**config.mk**
```make
export PLATFORM = sky130hd
export DESIGN_NAME = wb_regfile
export DESIGN_NICKNAME = d
export VERILOG_FILES = /design/src/rtl/wb_regfile.sv
export SDC_FILE = /design/constraint.sdc
export NUM_CORES = 2
export LEC_CHECK = 0
export ABC_AREA = 1
export CAP_MARGIN = 20
export CORE_MARGIN = 3
export CORE_UTILIZATION = 56
export DETAILED_ROUTE_END_ITERATION = 6
export PLACE_DENSITY = 0.77
export SYNTH_ARGS = -nofsm -noshare
export SYNTH_HDL_FRONTEND = slang
export SYNTH_SLANG_ARGS = --single-unit
```
**constraint.sdc**
```tcl
create_clock -name clk -period 3.4 [get_ports clk]
set_input_delay 0.68 -clock clk [delete_from_list [all_inputs] [get_ports clk]]
set_output_delay 0.68 -clock clk [all_outputs]
set_load 0.01 [all_outputs]
```
**src/rtl/wb_regfile.sv**
```systemverilog
// wb_regfile: write-back stage mux, 32x32 GPR array with two combinational read
// ports, and a committed-write counter for debug/performance monitoring.
// Optional feature macro: GPR_BYPASS_EN -- when defined, the read ports forward the
// value being written back in the same cycle (internal write-through).
module wb_regfile #(
    parameter int unsigned NREG  = 32,
    parameter int unsigned CNT_W = 32
) (
    input  logic             clk,
    input  logic             rst,
    input  logic             wb_en,
    input  logic [4:0]       gprDes_in,
    input  logic [31:0]      aluOut_in,
    input  logic [31:0]      memOut_in,
    input  logic             regW_in,
    input  logic             memToR_in,
    input  logic [4:0]       rs_addr,
    input  logic [4:0]       rt_addr,
    output logic [31:0]      rs_data,
    output logic [31:0]      rt_data,
    output logic [31:0]      wb_data,
    output logic             wb_we,
    output logic [CNT_W-1:0] wr_count
);

    // Addresses at or beyond NREG do not exist; they read 0 and never commit.
    localparam logic [5:0] NregW = 6'(NREG);

    logic [31:0]      gpr_q [NREG];
    logic [31:0]      gpr_d [NREG];
    logic [CNT_W-1:0] wr_count_q;
    logic [CNT_W-1:0] wr_count_d;
    logic [31:0]      rs_arr;
    logic [31:0]      rt_arr;

    // Write-back select and commit qualifier; commit is held off while in reset.
    always_comb begin
        wb_data = memToR_in ? memOut_in : aluOut_in;
        wb_we   = rst & wb_en & regW_in & (gprDes_in != 5'd0)
                  & ({1'b0, gprDes_in} < NregW);
    end

    // Next-state for the array: only the addressed register takes the new value.
    always_comb begin
        for (int i = 0; i < NREG; i++) begin
            gpr_d[i] = gpr_q[i];
        end
        for (int i = 1; i < NREG; i++) begin
            if (wb_we && (gprDes_in == 5'(i))) begin
                gpr_d[i] = wb_data;
            end
        end
    end

    // Next-state for the committed-write counter; wraps naturally.
    always_comb begin
        wr_count_d = wr_count_q;
        if (wb_we) begin
            wr_count_d = wr_count_q + CNT_W'(1);
        end
    end

    // State registers with asynchronous active-low clear.
    always_ff @(posedge clk or negedge rst) begin
        if (!rst) begin
            for (int i = 0; i < NREG; i++) begin
                gpr_q[i] <= '0;
            end
            wr_count_q <= '0;
        end else begin
            for (int i = 0; i < NREG; i++) begin
                gpr_q[i] <= gpr_d[i];
            end
            wr_count_q <= wr_count_d;
        end
    end

    // Raw array lookups; $0 is never written so index 0 is skipped and reads 0.
    always_comb begin
        rs_arr = '0;
        rt_arr = '0;
        for (int i = 1; i < NREG; i++) begin
            if (rs_addr == 5'(i)) begin
                rs_arr = gpr_q[i];
            end
            if (rt_addr == 5'(i)) begin
                rt_arr = gpr_q[i];
            end
        end
    end

    // Read port outputs, optionally forwarding the in-flight write-back value.
    always_comb begin
`ifdef GPR_BYPASS_EN
        rs_data = (wb_we && (rs_addr == gprDes_in)) ? wb_data : rs_arr;
        rt_data = (wb_we && (rt_addr == gprDes_in)) ? wb_data : rt_arr;
`else
        rs_data = rs_arr;
        rt_data = rt_arr;
`endif
        wr_count = wr_count_q;
    end

endmodule

```
Word level (Yosys, flattened, before mapping)
Cells that the tools add are included. Widths: inputs -> output; s select.

Register bits after elaboration: 1024. Input bits: 84. Output and inout port bits: 129.

Add/subtract/negate cells: 1. Eq/ne operators: 93. Muxes and demuxes: 63. Bitwise logic cells: 3. Reduce and logical (&&, ||, !) cells: 32.

Operator list (number): $mux 32 (63); $eq 5x5->1 const B (48); $eq 5x4->1 const B (24); $eq 5x3->1 const B (12); $add 32x1->32 const B (1); $logic_and 1x1->1 (31); $eq 5x2->1 const B (6); $eq 5x1->1 const B (3); $reduce_bool 5->1 (1); $and 1x1->1 (3).

Longest topological paths before layout
Depth in word-level cells: 32. Depth in mapped cells: 22. Depth with buffers taken out: 22.

Least setup slack after synthesis
OpenSTA, ideal clock, no wires.

Kind: input port to output port. From: input port rt_addr[0]. To: output port rt_data[1]. Arrival time: 2697 ps. Path slack: 23 ps. Stages on the path: 20. Path buffers: 2. Cells stage by stage: buf_2 nand2_2 clkinv_1 nand3_1 buf_2 nor2_1 nor2_1 nand4_1 nand2_1 nand4_1 nand2_1 nand4_1 nor3_1 nand4_1 nor2_1 nand4_1 nor2_1 nand4_1 nor2_1 nand4_1.

Word-level cells in the longest chain between the ends: 32. Elaborated cells on any way between the ends: 62. Those cells by class: 31 x eq/ne; 31 x mux.

Ends and longest elaborated chain: start, declared (line 18) `input logic [4:0] rt_addr,`; $eq 5x1->1 (line 86) `if (rt_addr == 5'(i)) begin`; $mux 32 (30 in series) (line 86); $mux 32 * (line 86); end, declared (line 20) `output logic [31:0] rt_data,`.

Mark *: on every way between the ends. The rest lies on a longest branch, timed or not.

Worst setup path in the final report
From: input port rt_addr[1]. To: output port rt_data[8].

Same word-level chain as after synthesis.

==> reports/qor.yml <==
global_route:
  grt_pass1_wl_um: 306200
  grtUsageTotal: 0.4010
  grt_overflow: 0
  antenna_found_initial: 4
  grt_pass1_vias: 53030
  grt_max_degree: 153
power_and_ir_drop:
  power_mw: 30.20
  ir_worst_vdd_mv: 0.4674
  power_density_mw_per_mm2: 457.0
  p_leak_nw: 29.85
yosys:
  synth_edf_count: 0
  ys_seq_area_frac: 0.4875
  syn_area_per_cell_um2: 7.206
  synth_nets: 7379
  synth_ff_type: "dfrtp_1"
  netlist_area_mm2: 0.05256
  netlist_instances: 7294
  yosysWarnings: 0
  synth-async-reset-ratio: 1.000
  ys_seq_elements: 1024
  synthDistinctLibCells: 34
setup_path:
  r2r_cells: 14
  critical_path_class: "in2out"
  cp-end-kind: "primary output"
  rr_startpoint: "wr_count[2]"
  worstPathArrival_ns: 3.81
  reg2reg_to: "wr_count[31]"
  crit_fanout: 5
  regToRegSetupSlack_ns: 1.05
  startpoint_type: "input port"
  worstPathRequired_ns: 2.72
detailed_routing:
  wl_met3_um: 23530
  top_layer: "met5"
  drt-pass1-iter-count: 7
  drc_errors: 15
  drtIter0Drc: 7788
  wirelength_um: 199800
  via_count: 55180
  antenna_left: 0
  wl_met2_um: 87940
  vias_per_cell: 6.031
  wl_met1_um: 73700
  avgRoutedWirePerCell_um: 21.84
clock_network:
  clockBufferDepth: 3
  clkTransAtPathRegs_ns: 0.06
  cts_hold_buf: 0
  clock_sinks: 1024
  cts_tree: "yes"
  root_buffer: "clkbuf_16"
  clkLatencyLatePin_ns: 0.72
  cts_buffers: 108
  htree_levels: 3
floorplan:
  start_util: 0.5691
  rows: 111
  dieArea_mm2: 0.09757
  die_h_um: 312.4
  io_pins: 213
  die_x_um: 312.4
  core-area_mm2: 0.09236
sta:
  slew_violations: 0
  clock.fmax_mhz: 222.8
  rsz0062_at_grt: "yes"
  tightest_slew_ns: 0.9532
  min_period_ns: 4.489
  fin_worst_skew_ns: 0.02401
  fin_ws_ns: -1.089
  post-route-period-util: 1.320
  hold_viol_final: 0
  fin_setup_tns_ns: -57.81
  setup_viol: 64
  slew_headroom: 0.3646
place:
  dp_hpwl_um: 135200
  routabilityCongestion: 0.9761
  place.port_buffers: 212
  dp_cells: 8867
  post-place-ws_ns: -2.317
  placed_area_mm2: 0.06049
layout:
  final_cells: 9150
  seq_area_mm2: 0.02562
  final_nets: 7899
  drive_above_1_share: 0.1762
  area_growth_pct: 25.74
  n_antenna_cell: 0
  nFillCells: 6978
  multi_input_area_mm2: 0.02465
  final_area_mm2: 0.06609
worst_hold_path:
  hold_path.class: "in2async"
outcome:
  violations: "DRC, setup timing"
  status: "finished with violations"
run:
  drv_cap: 0
worst max-delay path, stage by stage:
cell and delay (ns):
buf_12 0.11, buf_8 0.12, nand2_8 0.08, clkinv_8 0.05, buf_12 0.15, buf_4 0.14, buf_6 0.11, nand4_1 0.09
nand3_2 0.08, nor2_2 0.13, nand4_1 0.15, nor2_2 0.15, nand4_1 0.13, nor2_2 0.12, nand4_1 0.10, nor2_1 0.14
nand4_1 0.16, nor2_2 0.19, nand4_1 0.16, nor2_2 0.16, nand4_1 0.16, nor2_2 0.16, nand4_1 0.10, buf_2 0.15
registers in the layout, indices dropped and copies added (netlist names):
name      flops
wr_count     32
gpr_q       992
metal layers:
metal / up-vias / global-route usage
met5: - / 0
met4: 6 / 0.2448
met3: 867 / 0.09562
met2: 3600 / 0.6135
met1: 26110 / 0.5180
li1: 24590 / -
where the power goes:
group          switching [mW]  total (mW)  internal [mW]
Combinational            2.62        4.16           1.53
Sequential              0.898        14.2           13.3
Clock                    5.15        11.8           6.69
Total                    8.67        30.2           21.5
cell type report:
| class | count | area share |
|---|---|---|
| flip-flops and latches | 1024 | 0.3877 |
| multi-input cells | 5314 | 0.3730 |
| repair buffers | 906 | 0.1352 |
| clock buffers | 175 | 0.04972 |
| inverters | 460 | 0.02704 |
| well taps | 1243 | 0.02353 |
| clock inverters | 28 | 0.003805 |
metrics by stage:
step	util	hold WS, ns
after floorplan	-	0.3844
after global placement	0.6549	0.4655
after detailed placement	0.6549	0.4728
after CTS	0.7081	0.08789
after global routing	0.7156	0.1093
final	0.7156	0.1009
kinds of logic after synthesis:
family                     share of synthesized area
buffers and inverters                        0.06870
adders and majority gates                  0.0002380
DFF                                           0.4875
AOI/OAI and AO/OA                             0.1029
and+or+nand+nor                               0.3361
xor gates and xnor gates                    0.004499
synth_stat cells (2+ instances only):
| cell type | n | share of area |
|---|---|---|
| nand2_1 | 2616 | 0.19 |
| dfrtp_1 | 1024 | 0.49 |
| o21ai_0 | 1023 | 0.097 |
| nor2_1 | 832 | 0.059 |
| nand4_1 | 579 | 0.069 |
| clkbuf_1 | 475 | 0.034 |
| inv_1 | 438 | 0.031 |
| nand3_1 | 89 | 0.0085 |
| or2_2 | 57 | 0.0068 |
| a21oi_1 | 41 | 0.0039 |
| nor3_1 | 18 | 0.0017 |
| xor2_1 | 17 | 0.0028 |
| buf_2 | 13 | 0.0012 |
| clkinv_1 | 13 | 0.00093 |
| xnor2_1 | 10 | 0.0017 |
| buf_1 | 9 | 0.00064 |
| inv_2 | 8 | 0.00057 |
| o2111ai_1 | 6 | 0.0010 |
| nor3_2 | 4 | 0.00076 |
| nand2_2 | 3 | 0.00036 |
| nor3_4 | 3 | 0.00093 |
| nand4_2 | 2 | 0.00048 |
| nor2_2 | 2 | 0.00024 |
| nor2_4 | 2 | 0.00043 |
worst max path at each step:
stage	end	slack [ns]	from	cells past startpoint
6_report	rt_data[8]	-1.09	rt_addr[1]	24
4_1_cts	rt_data[15]	-1.17	rt_addr[0]	23
3_3_place_gp	rt_data[14]	-2.31	rt_addr[0]	23
3_5_place_dp	rt_data[14]	-2.32	rt_addr[0]	23
5_1_grt	rt_data[12]	-1.18	rt_addr[1]	23
2_1_floorplan	rt_data[1]	0.02	rt_addr[0]	20
placed cells by master (no fill, tap or decap), types with 6 or more instances in the layout:
master	instances
nor2_4	34
nand4_1	579
a21oi_2	10
nor2_1	637
buf_6	76
clkinv_2	19
nand3_1	53
xnor2_1	10
buf_4	500
nor3_2	15
clkbuf_16	109
buf_8	16
buf_12	117
nor2_2	166
clkbuf_8	31
nand3_4	7
dfrtp_1	1024
buf_2	57
clkbuf_1	35
o21ai_0	1016
clkdlybuf4s50_1	137
nand2_2	85
o21ai_1	7
nand2_1	2525
or2_2	55
a21oi_1	30
nand3_2	30
inv_1	423
inv_2	17
xor2_1	17
nand2_4	6
what timing repair did:
action                                  CTS  global route
pin swaps                               405           517
endpoints found under the setup margin   64            64
gates resized for setup                 638           186
setup buffers                            60            22
hold endpoints to repair                  0             0
gates cloned                              6             0
Note: power is estimated with default switching activity, not from simulation.
